==> src/rtl/axi_wresp_pkg.sv <==
// Shared types and helpers for the AXI write-response router and its arbiter.
package axi_wresp_pkg;

  typedef enum logic {
    IDLE = 1'b0,
    HOLD = 1'b1
  } state_t;

  localparam logic [1:0] OKAY   = 2'b00;
  localparam logic [1:0] EXOKAY = 2'b01;
  localparam logic [1:0] SLVERR = 2'b10;
  localparam logic [1:0] DECERR = 2'b11;

  typedef struct packed {
    logic       valid;
    logic [4:0] idx;
  } onehot_t;

  // valid is set only when exactly one bit of v is high
  function automatic onehot_t onehot_to_idx(input logic [31:0] v);
    onehot_t r;
    int      cnt;
    r   = '0;
    cnt = 0;
    for (int i = 0; i < 32; i++) begin
      if (v[i]) begin
        cnt   = cnt + 1;
        r.idx = 5'(i);
      end
    end
    r.valid = (cnt == 1);
    return r;
  endfunction

endpackage

==> src/rtl/axi_wresp_rr_router_if.sv <==
// B-channel bundle between NUM_S slaves and NUM_M masters around the response router.
// Handshake: a beat transfers on a clock edge where VALID and READY are both high;
// once VALID is raised toward a master, it and its payload stay put until READY.
interface axi_wresp_rr_router_if #(
  parameter int NUM_S = 3,
  parameter int NUM_M = 2,
  parameter int ID_W  = 4,
  parameter int IDS_W = 8
);
  logic [NUM_S*IDS_W-1:0] BID_S;
  logic [NUM_S*2-1:0]     BRESP_S;
  logic [NUM_S-1:0]       BVALID_S;
  logic [NUM_S-1:0]       BREADY_S;
  logic [NUM_M*ID_W-1:0]  BID_M;
  logic [NUM_M*2-1:0]     BRESP_M;
  logic [NUM_M-1:0]       BVALID_M;
  logic [NUM_M-1:0]       BREADY_M;

  // router side
  modport master (
    input  BID_S, BRESP_S, BVALID_S, BREADY_M,
    output BREADY_S, BID_M, BRESP_M, BVALID_M
  );

  // environment side (slaves driving in, masters consuming)
  modport slave (
    output BID_S, BRESP_S, BVALID_S, BREADY_M,
    input  BREADY_S, BID_M, BRESP_M, BVALID_M
  );
endinterface

==> src/rtl/axi_wresp_rr_router_rr_arbiter.sv <==
// Round-robin arbiter: grants the first requester at or after its pointer;
// the pointer moves past the winner only when the grant is taken (advance).
module rr_arbiter #(
  parameter  int N     = 3,
  localparam int IDX_W = (N > 1) ? $clog2(N) : 1
) (
  input  logic             clk,
  input  logic             rst_n,
  input  logic [N-1:0]     req,
  input  logic             advance,
  output logic [N-1:0]     gnt,
  output logic [IDX_W-1:0] gnt_idx,
  output logic             any
);

  logic [IDX_W-1:0] ptr;
  logic             found;
  int               j;

  always_comb begin
    gnt     = '0;
    gnt_idx = '0;
    found   = 1'b0;
    j       = 0;
    any     = |req;
    for (int k = 0; k < N; k++) begin
      j = int'(ptr) + k;
      if (j >= N) j = j - N;
      if (!found && req[j]) begin
        found   = 1'b1;
        gnt[j]  = 1'b1;
        gnt_idx = IDX_W'(j);
      end
    end
  end

  always_ff @(posedge clk or negedge rst_n) begin
    if (!rst_n) begin
      ptr <= '0;
    end else if (advance && any) begin
      ptr <= (int'(gnt_idx) == N - 1) ? '0 : gnt_idx + 1'b1;
    end
  end

endmodule

==> src/rtl/axi_wresp_rr_router.sv <==
// Routes B responses from NUM_S slaves to NUM_M masters through a one-entry slot.
// Optional WRESP_DROP_CNT_EN adds an 8-bit saturating count of unroutable responses.
module axi_wresp_rr_router
  import axi_wresp_pkg::*;
#(
  parameter int NUM_S = 3,
  parameter int NUM_M = 2,
  parameter int ID_W  = 4,
  parameter int IDS_W = 8
) (
  input  logic                   clk,
  input  logic                   rst,
  axi_wresp_rr_router_if.master  bus,
  output state_t                 fsm_state
`ifdef WRESP_DROP_CNT_EN
  ,
  output logic [7:0]             drop_cnt
`endif
);

  localparam int MSEL_W = IDS_W - ID_W;
  localparam int DST_W  = (NUM_M > 1) ? $clog2(NUM_M) : 1;
  localparam int IDX_W  = (NUM_S > 1) ? $clog2(NUM_S) : 1;

  state_t             state_q, state_d;
  logic [ID_W-1:0]    slot_id;
  logic [1:0]         slot_resp;
  logic [DST_W-1:0]   slot_dst;

  logic [NUM_S-1:0]   gnt;
  logic [IDX_W-1:0]   gnt_idx;
  logic               any;
  logic               advance;
  logic               master_done;
  logic               routable;
  logic               load;
  logic [IDS_W-1:0]   sel_id;
  logic [1:0]         sel_resp;
  onehot_t            oh;

  rr_arbiter #(.N(NUM_S)) u_arb (
    .clk     (clk),
    .rst_n   (rst),
    .req     (bus.BVALID_S),
    .advance (advance),
    .gnt     (gnt),
    .gnt_idx (gnt_idx),
    .any     (any)
  );

  always_comb begin
    sel_id   = '0;
    sel_resp = '0;
    for (int s = 0; s < NUM_S; s++) begin
      if (gnt[s]) begin
        sel_id   = bus.BID_S[s*IDS_W +: IDS_W];
        sel_resp = bus.BRESP_S[s*2 +: 2];
      end
    end
    oh       = onehot_to_idx(32'(sel_id[IDS_W-1:ID_W]));
    routable = oh.valid && (int'(oh.idx) < NUM_M);
  end

  // A slave is only accepted when the slot is free or emptying this cycle.
  // Gating with rst keeps BREADY_S low for the whole reset window.
  assign master_done  = (state_q == HOLD) && bus.BREADY_M[slot_dst];
  assign advance      = rst && any && ((state_q == IDLE) || master_done);
  assign load         = advance && routable;
  assign bus.BREADY_S = advance ? gnt : '0;
  assign fsm_state    = state_q;

  always_comb begin
    state_d = state_q;
    case (state_q)
      IDLE:    if (load) state_d = HOLD;
      HOLD:    if (master_done) state_d = load ? HOLD : IDLE;
      default: state_d = IDLE;
    endcase
  end

  always_ff @(posedge clk or negedge rst) begin
    if (!rst) begin
      state_q   <= IDLE;
      slot_id   <= '0;
      slot_resp <= '0;
      slot_dst  <= '0;
    end else begin
      state_q <= state_d;
      if (load) begin
        slot_id   <= sel_id[ID_W-1:0];
        slot_resp <= sel_resp;
        slot_dst  <= oh.idx[DST_W-1:0];
      end
    end
  end

  always_comb begin
    bus.BVALID_M = '0;
    bus.BID_M    = '0;
    bus.BRESP_M  = '0;
    if (state_q == HOLD) begin
      for (int m = 0; m < NUM_M; m++) begin
        if (slot_dst == DST_W'(m)) begin
          bus.BVALID_M[m]           = 1'b1;
          bus.BID_M[m*ID_W +: ID_W] = slot_id;
          bus.BRESP_M[m*2 +: 2]     = slot_resp;
        end
      end
    end
  end

`ifdef WRESP_DROP_CNT_EN
  always_ff @(posedge clk or negedge rst) begin
    if (!rst) begin
      drop_cnt <= '0;
    end else if (advance && !routable && (drop_cnt != 8'hFF)) begin
      drop_cnt <= drop_cnt + 8'd1;
    end
  end
`endif

  // MSEL_W documents the master-select field width carved from the slave ID.
  localparam int MSEL_W_CHECK = MSEL_W;

endmodule

==> src/flat_wrapper.sv <==
// flat-port wrapper written by rule: the top's interface ports become plain ports
module axi_wresp_rr_router_flat import axi_wresp_pkg::*;
#(
  parameter int NUM_S = 3,
  parameter int NUM_M = 2,
  parameter int ID_W  = 4,
  parameter int IDS_W = 8
)
  (clk, rst, fsm_state, bus_BID_S, bus_BRESP_S, bus_BVALID_S, bus_BREADY_M, bus_BREADY_S, bus_BID_M, bus_BRESP_M, bus_BVALID_M);
  axi_wresp_rr_router_if #(.NUM_S(NUM_S), .NUM_M(NUM_M), .ID_W(ID_W), .IDS_W(IDS_W)) bus_i ();
  input  logic clk;
  input  logic rst;
  output state_t fsm_state;
  input wire logic [$bits(bus_i.BID_S)-1:0] bus_BID_S;
  input wire logic [$bits(bus_i.BRESP_S)-1:0] bus_BRESP_S;
  input wire logic [$bits(bus_i.BVALID_S)-1:0] bus_BVALID_S;
  input wire logic [$bits(bus_i.BREADY_M)-1:0] bus_BREADY_M;
  output wire logic [$bits(bus_i.BREADY_S)-1:0] bus_BREADY_S;
  output wire logic [$bits(bus_i.BID_M)-1:0] bus_BID_M;
  output wire logic [$bits(bus_i.BRESP_M)-1:0] bus_BRESP_M;
  output wire logic [$bits(bus_i.BVALID_M)-1:0] bus_BVALID_M;
  assign bus_i.BID_S = bus_BID_S;
  assign bus_i.BRESP_S = bus_BRESP_S;
  assign bus_i.BVALID_S = bus_BVALID_S;
  assign bus_i.BREADY_M = bus_BREADY_M;
  assign bus_BREADY_S = bus_i.BREADY_S;
  assign bus_BID_M = bus_i.BID_M;
  assign bus_BRESP_M = bus_i.BRESP_M;
  assign bus_BVALID_M = bus_i.BVALID_M;
  axi_wresp_rr_router #(.NUM_S(NUM_S), .NUM_M(NUM_M), .ID_W(ID_W), .IDS_W(IDS_W)) u_core (.clk(clk), .rst(rst), .bus(bus_i), .fsm_state(fsm_state));
endmodule
==> config.mk <==
export PLATFORM = sky130hd
export DESIGN_NAME = axi_wresp_rr_router_flat
export DESIGN_NICKNAME = d
export VERILOG_FILES = /design/src/rtl/axi_wresp_pkg.sv /design/src/rtl/axi_wresp_rr_router_if.sv /design/src/rtl/axi_wresp_rr_router_rr_arbiter.sv /design/src/rtl/axi_wresp_rr_router.sv /design/src/flat_wrapper.sv
export SDC_FILE = /design/constraint.sdc
export NUM_CORES = 1
export LEC_CHECK = 0
export CAP_MARGIN = 10
export CORE_UTILIZATION = 44
export CTS_CLUSTER_SIZE = 24
export DETAILED_ROUTE_END_ITERATION = 7
export GPL_TIMING_DRIVEN = 0
export PLACE_DENSITY = 0.91
export SLEW_MARGIN = 20
export SYNTH_ARGS = -nofsm -noshare
export SYNTH_HDL_FRONTEND = slang
export SYNTH_SLANG_ARGS = --single-unit
==> constraint.sdc <==
create_clock -name clk -period 8.25 [get_ports clk]
set_input_delay 0.825 -clock clk [delete_from_list [all_inputs] [get_ports clk]]
set_output_delay 0.825 -clock clk [all_outputs]
set_load 0.005 [all_outputs]
==> metrics.md <==
| Metric | Value |
|---|---|
| Placed cell areas | `approximately 0.0017 mm²` |
| CP max stage delay | `approximately 0.53 ns` |
| Rel. slew slack | `between 30% and 40%` |
| Row count | `18` |
| Async set or reset register ratio after synthesis | `100%` |
| Initial Util | `a little under half` |
| Buf/Inv on CP | `2` |
| Final Power | `642 µW` |
| Die width | `53.6 µm` |
| Fin. Hold Viols | `0` |
| Root buffer cell | `clkbuf_4` |
| Min Clock Period, post-route | `between 4 and 5 ns` |
| Switching power | `314 µW` |
| Mapped Area | `about 0.0012 mm²` |
| Global-route wire length before repair | `5430 µm` |
| Final core occ | `71.1%` |
| Detail Placement HPWL | `between 2000 and 3000 µm` |
| Pint | `around 330 µW` |
| Syn Nets | `~190` |
| Startpoint type of the worst setup path | `input pin` |
| Average size of a mapped cell | `just under 8 µm²` |
| Clk sink count | `10` |
| Vias in the first global route | `around 1200` |
| Area of the multi-input gates | `853 µm²` |
| Setup Buffers After CTS | `0` |
| CTS clk-pin slew, worst paths | `~0.070 ns` |
| Hold_ws | `about 0.53 ns` |
| Critical path cell sequence | `clkdlybuf4s50_1, mux2_4, a21oi_4, nor2_1, a21oi_1, nand3_1, a21oi_1, inv_1, ha_1, o2111ai_1, a2111o_1, a22oi_4, mux2_2` |
| Core area | `about 0.0025 mm²` |
| Total GRT Usage | `25.5%` |
| Fmax | `~220 MHz` |
| Synth Register Bits | `10` |
| Most frequent CP cell | `a21oi_1` |
| DR pass1 iterations | `4` |
| Fillcell total | `roughly 190` |
| RSZ-0062 raised after global routing | `no` |
| Routed wire per std cell | `14.8 µm` |
| H-tree depth | `1` |
| Fin crit share | `53.9%` |
| Sequential cell area | `around 250 µm²` |
| Sw Ratio | `just under 50%` |
| Number of antenna diodes | `0` |
| 1st-iter DRT viols | `67` |
| Clock Path Buffers | `2` |
| Layout Nets | `roughly 250` |
| Dpl cells | `~230` |
| Number of I/O pins | `55` |
| CP max FO | `10` |
| Family with the most delay on the worst path | `compound AO/OA/AOI/OAI gates` |
| Setup Viol. Count Final | `0` |
| Data arrival time of the critical path | `4.60 ns` |
| Initial antenna violation count | `0` |
| Remaining DRCs | `0` |
| Dpl ws | `around 3.6 ns` |
| Max-cap violations | `0` |
| Final Slew Violations | `0` |
| Fin Clk Skew | `0.00193 ns` |
| Worst path slowest cell | `clkdlybuf4s50_1` |
| CP Class | `input pin to flip-flop` |
| Port Buffers | `53` |
| Share of layout cells above drive strength 1 | `10.2%` |
| Worst Setup Slack, final | `3.80 ns` |
| Final Cell Area | `0.00178 mm²` |
| Post-DRT Antenna Nets | `0` |
| Status | `complete, no violations` |
| Pwr/cell area | `roughly 360 mW/mm²` |
| Die span in y | `roughly 54 µm` |
| Yosys synthesis warning count | `0` |
| Total negative slack | `0 ns` |
| GR Overflow Total | `0` |
| Clock group share of total power | `about 7.0%` |
| Sequential power share | `14.4%` |
| Leak | `between 0.7 and 0.8 nW` |
| Post-Synthesis Cells | `about 150` |
| Worst-margin pin slew | `about 1 ns` |
| Critical path endpoint category | `flip-flop` |
| Gp weighted congestion | `between 0.8 and 0.9` |
| Num CTS Buffers | `3` |
| CTS tree | `yes` |
| Post-CTS sizing | `0` |
| Worst EP required | `about 8.4 ns` |
| Post-synthesis sequential area ratio | `between 20% and 30%` |
| Syn-to-layout area delta | `51.5%` |
| Pin count of the biggest net entering global routing | `13` |
| Routed Wire Length | `roughly 3500 µm` |
| Post-synth EDFFs | `0` |
| Hold buffers post-CTS | `0` |
| Post-synth top flop | `dfrtp_1` |
| Via count | `1371` |
| Power share of the combinational group | `78.6%` |
| Via density | `5.83` |
| Total die area | `between 0.002 and 0.003 mm²` |
| Netlist cell types | `43` |
| Worst Hold Class | `flip-flop to flip-flop` |
| Finished Layout Cells | `between 200 and 250` |
| Worst skew pair latency | `0.27 ns` |
| Max rail drop VDD | `between 0.3 and 0.4 mV` |
[cells in the mapped netlist (2+ instances only)]
library cell	n	area, µm²
clkbuf_1	4	15.0
nand3_1	11	55.1
a21oi_1	7	35.0
o21ai_0	2	10.0
mux2_2	8	90.1
o211ai_1	2	15.0
and3b_1	2	17.5
nor3b_1	2	15.0
and2_1	8	50.1
buf_2	2	10.0
dfrtp_1	10	250
and3_1	6	37.5
nand2b_1	4	25.0
nand4b_1	2	17.5
nor2_1	15	56.3
a21o_1	3	22.5
ha_1	6	75.1
nor2b_1	3	18.8
inv_1	9	33.8
o21ai_1	2	10.0
nand2_1	11	41.3
a31oi_1	6	37.5
mux2i_1	2	20.0
o2111ai_1	2	17.5
[layout by cell type, fill, tap and decap left out, types with 3 or more instances in the layout]
cell             netlist  final
and3_1                 6      6
nor2_1                15     15
nor2b_1                3      3
and2_1                 8      8
ha_1                   6      6
clkdlybuf4s50_1        0     53
a31oi_1                6      6
a21o_1                 3      3
clkbuf_1               4      4
nand3_1               11     11
dfrtp_1               10     10
mux2_2                 8      8
a21oi_1                7      7
clkbuf_4               0      3
nand2_1               11     11
nand2b_1               4      4
inv_1                  9      9
[power groups by stage]
stage,logic (mW),registers (mW),clock network [mW]
floorplan,0.366,0.0850,0
global placement,0.473,0.0892,0
detailed placement,0.493,0.0920,0
CTS,0.498,0.0919,0.0440
global route,0.554,0.0945,0.0470
finish,0.505,0.0923,0.0447
[routing by layer]
layer  vias to the layer above  track usage (%)  wire, µm
met1                       642             32.9      1490
met3                         2             2.54       178
met2                        66             44.2      1790
li1                        661                -         -
met5                         -                0         0
met4                         0             7.89        25
[cell type report]
type	count	area share [%]
multi-input combinational	122	48.0
clock buffer	4	2.04
inverter	9	1.90
timing repair buffer	53	29.8
buffer	7	2.04
sequential	10	14.1
tap	30	2.11
[flip-flops by register name, indices dropped and copies added, names as in the netlist]
register,cells
u_core.fsm_state,1
u_core.slot_id,4
u_core.slot_dst,1
u_core.slot_resp,2
u_core.u_arb.ptr,2
[cell families (layout without fill, tap and decap cells)]
logic type	after synthesis	count (layout)	synth area share, %
buffers and inverters	16	73	5.97
adder cells (fa/ha/maj)	6	6	6.40
flip-flops	10	10	21.3
AND/OR/NAND/NOR	68	68	30.6
multiplexers	11	11	10.7
AO/OA/AOI/OAI	37	37	25.1
[worst paths after layout]
path                                      from                   to  slack [ns]  cells past startpoint
max in group asynchronous                  rst    u_core.slot_id[1]        7.04                      1
max reg2reg                u_core.u_arb.ptr[0]  u_core.slot_resp[0]        4.10                     15
max                            bus_BVALID_S[0]  u_core.slot_resp[0]        3.80                     13
min                          u_core.slot_id[0]    u_core.slot_id[0]        0.53                      1
min reg2reg                  u_core.slot_id[0]    u_core.slot_id[0]        0.53                      1
min in group asynchronous                  rst    u_core.slot_id[3]        0.89                      1
Power figures use the tool's default switching activity.
